==> config.mk <==
export PLATFORM = sky130hd
export DESIGN_NAME = fsm_11001_det
export DESIGN_NICKNAME = d
export VERILOG_FILES = /design/src/rtl/fsm_11001_det.sv
export SDC_FILE = /design/constraint.sdc
export NUM_CORES = 1
export LEC_CHECK = 0
export ABC_CLOCK_PERIOD_IN_PS = 900
export BUFFER_PORTS_ARGS = -buffer_cell sky130_fd_sc_hd__buf_2
export CAP_MARGIN = 20
export CORE_AREA = 8 8 45 47
export CTS_CLUSTER_DIAMETER = 120
export DETAILED_ROUTE_END_ITERATION = 10
export DIE_AREA = 0 0 53 55
export PLACE_DENSITY = 0.37
export SLEW_MARGIN = 20
export SYNTH_ARGS = -nofsm -noshare
export SYNTH_HDL_FRONTEND = slang
export SYNTH_SLANG_ARGS = --single-unit
==> constraint.sdc <==
create_clock -name clk -period 0.9 [get_ports clk]
set_input_delay 0 -clock clk [delete_from_list [all_inputs] [get_ports clk]]
set_output_delay 0 -clock clk [all_outputs]
set_load 0.03 [all_outputs]
==> src/rtl/fsm_11001_det.sv <==
// Serial sequence detector for the pattern 1-1-0-0-1 with overlap.
// Mealy output: y is high combinationally while the FSM holds the
// "1100" prefix and the current input bit is 1.
//
//   state | meaning
//   ------+------------------------------------------
//   S0    | idle, no useful prefix seen
//   S1    | prefix "1"
//   S2    | prefix "11"
//   S3    | prefix "110"
//   S4    | prefix "1100", a 1 now completes the match
//   other | unused encoding, returns to S0 next edge
module fsm_11001_det (
    input  logic din,
    input  logic clk,
    input  logic rst,
    output logic y
);

    localparam logic [2:0] S0 = 3'd0;
    localparam logic [2:0] S1 = 3'd1;
    localparam logic [2:0] S2 = 3'd2;
    localparam logic [2:0] S3 = 3'd3;
    localparam logic [2:0] S4 = 3'd4;

    logic [2:0] state_q;
    logic [2:0] state_d;

    // State register with synchronous reset back to idle.
    always_ff @(posedge clk) begin
        if (rst) begin
            state_q <= S0;
        end else begin
            state_q <= state_d;
        end
    end

    // Next-state logic; each transition keeps the longest suffix that is
    // still a prefix of the pattern, so overlapping matches are found.
    always_comb begin
        state_d = S0;
        case (state_q)
            S0: state_d = din ? S1 : S0;
            S1: state_d = din ? S2 : S0;
            S2: state_d = din ? S2 : S3;
            S3: state_d = din ? S1 : S4;
            S4: state_d = din ? S1 : S0;
            default: state_d = S0;
        endcase
    end

    // Detect output; din only matters once the full "1100" prefix is held,
    // so an unknown input in earlier states cannot raise y.
    always_comb begin
        y = 1'b0;
        if (!rst && (state_q == S4)) begin
            y = din;
        end
    end

endmodule

## Yosys cells after proc, flatten, opt, wreduce, memory -nomap -nowiden

Index checks and enable logic that the tools add are counted.

- Register bits after elaboration: 3
- Bits in latches: 0
- Bits in writable memories: 0
- Memory bits (read-only): 0
- Input port bits: 3
- Output and inout bits: 1
- Logic and storage cells: 15
- Memories: 0

- $add $sub $neg: 0
- $mul: 0
- Divide/modulo/power cells: 0
- Order comparisons: 0
- Eq/ne operators: 4
- Shifts and indexed selects: 0
- Muxes and demuxes: 6
- Bitwise gates (word level): 0
- Reduce and logical (&&, ||, !) cells: 4

Operators with widths:

| kind | number |
|---|---|
| case mux 3 bit (4 select lines) | 1 |
| == test 3 x 2 -> 1 bit, second input constant | 2 |
| == test 3 x 1 -> 1 bit, second input constant | 1 |
| == test 3 bit, second input constant | 1 |
| zero test 3 bit | 1 |
| two-way mux 1 bit | 3 |
| two-way mux 3 bit | 1 |
| two-way mux 2 bit | 1 |
| OR reduction 2 bit | 1 |
| logical AND 1 bit | 1 |
| zero test 1 bit | 1 |

## Depth between registers and ports, before layout

- Depth after elaboration: 3
- Depth in mapped cells: 2
- Depth with buffers taken out: 2

## Worst setup path after synthesis

No wires, ideal clock.

- Path kind: flip-flop to output port
- From: register state_q[1]
- To: output y
- Arrival time: 1,467 ps
- Setup slack: -567 ps
- Stages on the path, launching flop included: 3
- Buffers on the path: 0
- Cell sequence: dfxtp_1 nand2b_1 nor4b_1

- Cells in the longest elaborated chain, start to end: 3

Ends and longest elaborated chain:

| what | line | source |
|---|---|---|
| start, declared | 26 | `logic [2:0] state_q;` |
| start signal, assigned | 34 | `state_q <= state_d;` |
| == test 3 bit | 56 | `if (!rst && (state_q == S4)) begin` |
| logical AND 1 bit | 56 |  |
| two-way mux 1 bit | 56 |  |
| end, declared | 17 | `output logic y` |

No other way between the ends.

## Worst setup path in the final report

- From: register state_q[1]
- To: register state_q[0]

- Cells in the longest elaborated chain, start to end: 3

Ends and longest elaborated chain:

| what | line | source |
|---|---|---|
| == test 3 bit / zero test 3 bit (equally long branches) | 42 | `case (state_q)` |
| OR reduction 2 bit (no source line) | - |  |
| case mux 3 bit (4 select lines) * | 42 |  |

Every way passes the cells marked *; elsewhere a longest branch is shown, timed or not.
A chain may end at the register's enable or synchronous reset.

==> results.md <==
* Status: complete, but fails checks
* Violations in the final reports: setup timing
* Max-Cap Viols at 0
* Synthesized area at 156 sq um
* Max IR drop VDD at approximately 0.00058 V
* Pre-antenna DRT Iters at 1
* Largest regs: state_q x3
* Synth unique cells at 12
* Primary FF master, synth: dfxtp_1
* Clock Skew at 1.71 ps
* Largest family of logic cells by synthesized area: simple AND/OR/NAND/NOR gates
* Asr flop ratio synth at 0
* Area Growth Syn to Fin at 84.8%
* DR vias at 148
* Synth cell count leaders: dfxtp_1, or2b_1
* Post-Synth XOR/XNOR Area at 0
* DP Worst Slack at -124 ps
* Fin util at 0.209
* TritonCTS clock tree: built
* Syn Area/Cell at 10.4 sq um
* Worst path arrival time at 1260 ps
* Tcrit/Tclk final at 1.27
* DP Cell Count at 37
* Most flop-heavy register: state_q
* Adder-Cell Fraction of Synth Area at 0
* Global route overflow at 0
* Port Buf Inserts at 3
* DRC errors left at 0
* H-tree depth at 1
* Worst hold path class: input pin to flip-flop
* Clock Sinks at 3
* Mux contribution to synthesized area at 0
* Post-route minimum period at ~1100 ps
* Max Clock Freq at about 880 MHz
* Row count at 14
* Pin count of the biggest net entering global routing at 7
* Hold Vio Cnt, Final at 0
* FILL cells at 160
* Initial antenna violation count at 0
* Kind of critical path: flip-flop to flip-flop
* CTS Buf Count at 3
* First-pass GRT wire length at between 700 and 800 microns
* Core area at roughly 0.0014 sq mm
* Critical-path cell list: buf_4 -> or4b_4 -> o41ai_2
* Clock latency on the worst-skew pair at between 200 and 250 ps
* # diodes at 0
* Synth Area in Compound Gates at 0.152
* Die H at 55 microns
* Die boundary width at between 50 and 60 microns
* Area contributors post-synth: dfxtp_1, o41ai_2, or2b_1
* # nets final at 30
* Initial Utilization at 0.113
* RSZ-0062 raised after global routing: true
* Largest register FFs at 3
* Syn Nets at 18
* Non-filler instance count after layout at 42
* Seq/Total Area, Yosys at 0.384
* Slew headroom at 0.851
* Crit path capture type: flip-flop
* DR iter-0 viols at 0
* Slew @ Worst Pin at ~220 ps
* Clock-pin slew on the worst setup and hold paths at approximately 40 ps
* Startpoint types: flip-flop
* CP max stage cell: or4b_4
* Detailed Route WL at about 400 microns
* Final WS setup at -240 ps
* Drt via density at between 3 and 4
* Largest area contributor in the netlist: dfxtp_1
* Synthesized flop and latch total at 3
* Final max-slew violation count at 0
* Layout cells sized above 1 at 0.654
* Slowest cell delay on critical path at 510 ps
* WP data required at slightly above 1000 ps
* P_leak at around 0.12 nW
* Final ANT Viol Nets at 0
* Mapped Cells at 15
* Detailed-placement wirelength estimate at 275 microns
* Post-synth top area share at 0.384
* Post-Synth Simple-Gate Area at 0.464
* Die Area at roughly 0.003 sq mm
* GRT Resource Usage Total at 0.0360
* GP Congestion at 0.662
* PD cells at 1550 mW/mm^2
* WHS at 66.9 ps
* CP max FO at 4
* # setup viols final at 2
* Count leader, synth: dfxtp_1
* I/O Pins at 4
* Root buf cell: clkbuf_4
* Avg WL per Cell at about 9.6 microns
* Vias in the first global route at 160
* Total power at approximately 450 uW
* Yosys Warn Count at 0
* Number of synthesized flops with an enable pin at 0
* Clock Path Buffers at 2
* R2r setup slk at -240 ps
[path summary, 6_finish.rpt]
path                              start  depth (start not counted)                    end
hold / removal                      rst                          3  state_q[0]$_SDFF_PP0_
hold reg to reg   state_q[2]$_SDFF_PP0_                          2  state_q[0]$_SDFF_PP0_
setup reg to reg  state_q[1]$_SDFF_PP0_                          3  state_q[0]$_SDFF_PP0_
setup / recovery  state_q[1]$_SDFF_PP0_                          3  state_q[0]$_SDFF_PP0_
[report_power, final]
group | switching, mW | internal [mW] | total [mW]
Sequential | 0.00584 | 0.141 | 0.146
Clock | 0.0658 | 0.166 | 0.232
Combinational | 0.0292 | 0.0406 | 0.0698
Total | 0.101 | 0.347 | 0.448
[cells in the final DEF (no fill, tap or decap), types with 2 or more instances in the layout]
cell type	n
buf_2	2
buf_6	2
or2b_1	2
buf_4	3
clkbuf_4	3
[worst max-delay path: cells and delay by family, from the launching register on]
kind	cells	cell delay (ps)
simple gates	1	510
flops	1	330
buf+inv	1	130
compound gates	1	60
[repair_timing]
item | CTS | global route
setup endpoints to repair | 3 | 3
hold buffers | 0 | 0
pin swaps | 1 | 2
buffers inserted | 0 | 1
resized for setup | 4 | 5
[cells by family (layout without fill, tap and decap cells)]
family          Yosys count  in the layout
compound gates            2              2
buf+inv                   0             11
flops                     3              3
simple gates             10             10
[stage by stage]
stage | cell area [sq um] | TNS (ps)
5_1_grt | 289 | -567
3_3_place_gp | 229 | -171
6_report | 289 | -475
2_1_floorplan | 171 | -87.9
3_5_place_dp | 229 | -162
4_1_cts | 269 | -379
[cell type report]
type                    count  area (sq um)  share of cell area
multi-input cells          12           123               0.424
flip-flops and latches      3          65.1               0.225
repair buffers              7          55.1               0.190
clock buffers               4          26.3              0.0909
well taps                  16          20.0              0.0693
[per-layer routing]
metal / vias to the layer above / GRT usage / wire (microns) / share of wire
met5: - / 0 / 0 / 0
met2: 4 / 0.0391 / 159 / 0.40
met1: 67 / 0.0410 / 206 / 0.51
met4: 0 / 0.0388 / 0 / 0
met3: 0 / 0.0267 / 36 / 0.090
li1: 77 / - / - / -
No activity file was read; power rests on OpenSTA's default activity.
